$ cat src/rtl/riscv_pkg.sv
// Shared decode constants: immediate format codes and the legal datapath widths.
// Consumed by imm_extract and imm_gen_pipe.
package riscv_pkg;

    localparam logic [2:0] IMM_I   = 3'b000;
    localparam logic [2:0] IMM_S   = 3'b001;
    localparam logic [2:0] IMM_B   = 3'b010;
    localparam logic [2:0] IMM_J   = 3'b011;
    localparam logic [2:0] IMM_U   = 3'b100;
    localparam logic [2:0] IMM_Z   = 3'b101;
    localparam logic [2:0] IMM_SH  = 3'b110;
    localparam logic [2:0] IMM_RSV = 3'b111;

    localparam int XLEN_RV32 = 32;
    localparam int XLEN_RV64 = 64;

    function automatic bit xlen_legal(input int xlen);
        return (xlen == XLEN_RV32) || (xlen == XLEN_RV64);
    endfunction

endpackage

$ cat src/rtl/imm_extract.sv
// Combinational immediate extraction from instr[31:7] for all formats.
// The illegal output exists only when IMMGEN_ILLEGAL_CHK_EN is defined.
module imm_extract
    import riscv_pkg::*;
#(
    parameter int XLEN = 32
) (
    input  logic [24:0]     instr,
    input  logic [2:0]      src,
    output logic [XLEN-1:0] imm
`ifdef IMMGEN_ILLEGAL_CHK_EN
    ,
    output logic            illegal
`endif
);

    // Index with real instruction bit numbers to keep the field maps readable.
    logic [31:7] i;
    assign i = instr;

    logic signed [11:0] i_raw;
    logic signed [11:0] s_raw;
    logic signed [12:0] b_raw;
    logic signed [20:0] j_raw;
    logic signed [31:0] u_raw;
    logic               bad;

    assign i_raw = i[31:20];
    assign s_raw = {i[31:25], i[11:7]};
    assign b_raw = {i[31], i[7], i[30:25], i[11:8], 1'b0};
    assign j_raw = {i[31], i[19:12], i[20], i[30:21], 1'b0};
    assign u_raw = {i[31:12], 12'b0};

    always_comb begin
        imm = '0;
        bad = 1'b0;
        case (src)
            IMM_I:  imm = XLEN'(i_raw);
            IMM_S:  imm = XLEN'(s_raw);
            IMM_B:  imm = XLEN'(b_raw);
            IMM_J:  imm = XLEN'(j_raw);
            IMM_U:  imm = XLEN'(u_raw);
            IMM_Z:  imm = XLEN'(i[19:15]);
            IMM_SH: begin
                if (XLEN == XLEN_RV64) begin
                    imm = XLEN'(i[25:20]);
                end else if (i[25]) begin
                    // shamt[5] set is meaningless on RV32
                    bad = 1'b1;
                end else begin
                    imm = XLEN'(i[24:20]);
                end
            end
            default: bad = 1'b1;
        endcase
    end

`ifdef IMMGEN_ILLEGAL_CHK_EN
    assign illegal = bad;
`endif

endmodule

$ cat src/rtl/imm_gen_pipe.sv
// Registered immediate generator with valid/ready handshake and a 1-entry skid buffer.
// Optional IMMGEN_ILLEGAL_CHK_EN adds the registered out_illegal flag.
module imm_gen_pipe
    import riscv_pkg::*;
#(
    parameter int XLEN  = 32,
    parameter int TAG_W = 32
) (
    input  logic             clk,
    input  logic             rst,
    input  logic             flush,
    input  logic             in_valid,
    output logic             in_ready,
    input  logic [24:0]      in_instr,
    input  logic [2:0]       in_imm_src,
    input  logic [TAG_W-1:0] in_tag,
    output logic             out_valid,
    input  logic             out_ready,
    output logic [XLEN-1:0]  out_imm,
    output logic [TAG_W-1:0] out_tag
`ifdef IMMGEN_ILLEGAL_CHK_EN
    ,
    output logic             out_illegal
`endif
);

    // Handshake: a transfer happens on a rising edge where valid and ready are both 1.
    // The producer holds its payload until that edge; ready never depends on valid.

    if (!xlen_legal(XLEN)) begin : g_bad_xlen
        $error("imm_gen_pipe: XLEN must be 32 or 64");
    end

    logic [XLEN-1:0]  ext_imm;
    logic             skid_valid;
    logic [XLEN-1:0]  skid_imm;
    logic [TAG_W-1:0] skid_tag;
    logic             accept;
`ifdef IMMGEN_ILLEGAL_CHK_EN
    logic             ext_illegal;
    logic             skid_illegal;
`endif

    imm_extract #(.XLEN(XLEN)) u_extract (
        .instr   (in_instr),
        .src     (in_imm_src),
        .imm     (ext_imm)
`ifdef IMMGEN_ILLEGAL_CHK_EN
        ,
        .illegal (ext_illegal)
`endif
    );

    assign in_ready = rst & ~skid_valid;
    assign accept   = in_valid & in_ready;

    // Priority: reset, then flush, then output advance / skid capture.
    always_ff @(posedge clk) begin
        if (!rst) begin
            out_valid  <= 1'b0;
            out_imm    <= '0;
            out_tag    <= '0;
            skid_valid <= 1'b0;
            skid_imm   <= '0;
            skid_tag   <= '0;
`ifdef IMMGEN_ILLEGAL_CHK_EN
            out_illegal  <= 1'b0;
            skid_illegal <= 1'b0;
`endif
        end else if (flush) begin
            out_valid  <= 1'b0;
            skid_valid <= 1'b0;
        end else if (!out_valid || out_ready) begin
            if (skid_valid) begin
                out_valid  <= 1'b1;
                out_imm    <= skid_imm;
                out_tag    <= skid_tag;
                skid_valid <= 1'b0;
`ifdef IMMGEN_ILLEGAL_CHK_EN
                out_illegal <= skid_illegal;
`endif
            end else if (accept) begin
                out_valid <= 1'b1;
                out_imm   <= ext_imm;
                out_tag   <= in_tag;
`ifdef IMMGEN_ILLEGAL_CHK_EN
                out_illegal <= ext_illegal;
`endif
            end else begin
                out_valid <= 1'b0;
            end
        end else if (accept) begin
            // Output is stalled: park the new entry so decode need not hold it.
            skid_valid <= 1'b1;
            skid_imm   <= ext_imm;
            skid_tag   <= in_tag;
`ifdef IMMGEN_ILLEGAL_CHK_EN
            skid_illegal <= ext_illegal;
`endif
        end
    end

endmodule
$ cat config.mk
export PLATFORM = sky130hd
export DESIGN_NAME = imm_gen_pipe
export DESIGN_NICKNAME = d
export VERILOG_FILES = /design/src/rtl/riscv_pkg.sv /design/src/rtl/imm_extract.sv /design/src/rtl/imm_gen_pipe.sv
export SDC_FILE = /design/constraint.sdc
export NUM_CORES = 1
export LEC_CHECK = 0
export CAP_MARGIN = 20
export CORE_MARGIN = 4
export CORE_UTILIZATION = 34
export CTS_CLUSTER_SIZE = 16
export DETAILED_ROUTE_END_ITERATION = 6
export HOLD_SLACK_MARGIN = 0.12
export PLACE_DENSITY = 0.68
export SLEW_MARGIN = 10
export SYNTH_ARGS = -nofsm -noshare
export SYNTH_HDL_FRONTEND = slang
export SYNTH_SLANG_ARGS = --single-unit
export TNS_END_PERCENT = 20
$ cat constraint.sdc
create_clock -name clk -period 2.3 [get_ports clk]
set_clock_uncertainty 0.05 [all_clocks]
set_input_delay 0.345 -clock clk [delete_from_list [all_inputs] [get_ports clk]]
set_output_delay 0.345 -clock clk [all_outputs]
set_load 0.01 [all_outputs]
==> flow_summary.toml <==
[power_and_ir_drop]
max-vdd-ir-drop_v = 0.000553
p_leak_nw = 2.46
power.density_mw_per_mm2 = 726

[clocking]
clk_pin_slew_worst_paths_ns = 0.06
cts_tree = "done"
post-cts-setup-buffers = 0
clock_latency_ns = 0.42
post_cts_resized = 0
ctsLongestPathBuffers = 2
hold_buffers = 0
cts_root_buffer = "clkbuf_16"
cts_buffers = 17
cts_sinks = 130
h-tree-depth = 4

[routing]
vias = 4966
ant_nets = 0
via_per_inst = 5.00
drtIter0Drc = 260
drc = 0
drt-total-wl_um = 15000
drtPass1Iterations = 4
post_drt_wl_per_cell_um = 15.1

[final_layout]
fillers = 1516
finalNetCount = 829
final_area_mm2 = 0.00764
area_delta_synth_final_pct = 35.7
drive_above_1_share = 0.0721
antenna_cells = 0
fin_util = 0.476
final_cell_mix = "clkdlybuf4s50_1, dfxtp_1, nand2_1"

[global_route]
grt_usage = 0.161
first_global_vias = 4707
grt_overflow = 0
grt_max_degree = 91
antenna_found_initial = 0
grt_first_pass_wirelength_um = 23800

[yosys]
synth-seq-area-share = 0.462
synthCells = 664
synth_cell_type_count = 39
syn_nets = 729
synth_seq_cells = 130
ys_warn_count = 0
syn-mean-instance-area_um2 = 8.48
synthesis.area_mm2 = 0.00563

[setup_path]
path_max_fanout = 15
crit_path_max_incr_delay_ns = 0.58
cp.required_ns = 1.90
cpMaxStageDelayCell = "clkdlybuf4s50_1"
cp_cell_sequence = "nor2_1 > clkdlybuf4s50_1"
arrival_ns = 1.58
cp-end-kind = "primary output"
critical_path_class = "reg2out"
worstSetupStartpointType = "register"

[sta]
setup_viol = 0
min_period_over_period = 0.857
holdWs_ns = 0.215
maxSlewHeadroom = 0.347
finalMaxSlewViolations = 0
final.setup.tns_ns = 0
period_needed_ns = 1.97
grt_setup_unrepaired = "false"
max_slew.worst_pin.slew_ns = 0.980
clock.fmax_mhz = 507
hold_viol = 0

[floorplanning]
die-area_mm2 = 0.0187
ios = 131
start_util = 0.350
core-area_mm2 = 0.0161
num_rows = 46
die_w_um = 137
fp.dieH_um = 137

[place]
postPlaceCellArea_mm2 = 0.00706
place_congestion = 0.796
dpl.hpwl_um = 9490
io_buffer_count = 130

[worst_hold_path]
min_path_type = "in2reg"

[run]
cap_violations = 0

[outcome]
outcome = "completed"
## per-layer routing
layer / GRT usage / wire length (um) / vias to the layer above
met5: 0 / 0 / -
met4: 0.0577 / 304 / 0
met3: 0.0533 / 740 / 20
met2: 0.256 / 7150 / 102
met1: 0.205 / 6750 / 2279
li1: - / - / 2565
## metrics by stage
step                      setup WS (ns)  power (W)  cells
after floorplan                   0.785    0.00267    664
after global placement           0.0682    0.00297    961
after detailed placement         0.0321    0.00297    961
after CTS                         0.295    0.00562    993
after global routing              0.239    0.00577    993
final                             0.329    0.00554    993
## registers in the layout, summed over array words and instances (netlist names)
signal / cells
out_imm: 32
out_tag: 32
skid_imm: 32
skid_tag: 32
out_valid: 1
skid_valid: 1
## synth_stat cells
library cell | count | area share
dfxtp_1 | 130 | 0.46
nand2_1 | 100 | 0.067
a21oi_1 | 87 | 0.077
nor2_1 | 53 | 0.035
a211oi_1 | 50 | 0.067
buf_2 | 40 | 0.036
mux2i_1 | 34 | 0.060
clkbuf_1 | 18 | 0.012
nand3_1 | 18 | 0.016
o21ai_0 | 17 | 0.015
nor2b_1 | 15 | 0.017
nand2b_1 | 13 | 0.014
nand4_1 | 12 | 0.013
o221ai_1 | 12 | 0.019
o22ai_1 | 12 | 0.013
nor3b_1 | 7 | 0.0093
o22a_1 | 7 | 0.011
a31oi_1 | 5 | 0.0056
buf_4 | 5 | 0.0067
a32o_1 | 4 | 0.0071
nor3_1 | 3 | 0.0027
and2_1 | 2 | 0.0022
and3_1 | 2 | 0.0022
buf_1 | 2 | 0.0013
inv_1 | 2 | 0.0013
a211o_1 | 1 | 0.0016
a21o_1 | 1 | 0.0013
and2b_1 | 1 | 0.0013
and3b_1 | 1 | 0.0016
inv_2 | 1 | 0.00067
mux2_2 | 1 | 0.0020
nand4bb_4 | 1 | 0.0049
nor3_2 | 1 | 0.0018
nor3b_2 | 1 | 0.0022
nor3b_4 | 1 | 0.0033
nor4_1 | 1 | 0.0011
nor4b_1 | 1 | 0.0016
or3b_1 | 1 | 0.0016
xor2_1 | 1 | 0.0016
## cells by family after synthesis
| logic type | share of synthesized area |
|---|---|
| AND/OR/NAND/NOR | 0.198 |
| AO/OA/AOI/OAI | 0.218 |
| flip-flops | 0.462 |
| buffers and inverters | 0.0576 |
| multiplexers | 0.0625 |
| XOR/XNOR | 0.00156 |
## cell type report
type / instances / area (um2) / area share
multi-input cells: 466 / 2710 / 0.355
flip-flops and latches: 130 / 2610 / 0.341
repair buffers: 146 / 1470 / 0.192
clock buffers: 19 / 453 / 0.0593
well taps: 216 / 270 / 0.0354
clock inverters: 13 / 123 / 0.0161
inverters: 3 / 11.3 / 0.00147
## power breakdown
group          internal, W  switching (W)  leakage (nW)  total, W
Combinational     0.000297       0.000281          1.13  0.000577
Sequential         0.00231      0.0000330          1.05   0.00234
Clock              0.00156        0.00107         0.274   0.00263
Total              0.00416        0.00138          2.46   0.00554
## worst max-delay path, delay by kind of cell (launching register included)
family        cells  cell delay [ns]
flops             1             0.42
buf+inv           1             0.58
simple gates      1             0.16
## final timing paths
path                                 start                  endpoint  slack, ns  cells after the start
setup / recovery   skid_valid$_SDFFE_PP0P_                  in_ready       0.33                      2
hold / removal                         rst   skid_valid$_SDFFE_PP0P_       0.21                      3
setup reg to reg   skid_valid$_SDFFE_PP0P_   out_imm[2]$_SDFFE_PN0P_       0.48                      4
hold reg to reg   skid_tag[9]$_SDFFE_PN0P_  skid_tag[9]$_SDFFE_PN0P_       0.40                      2
(Power assumes the default switching activity.)
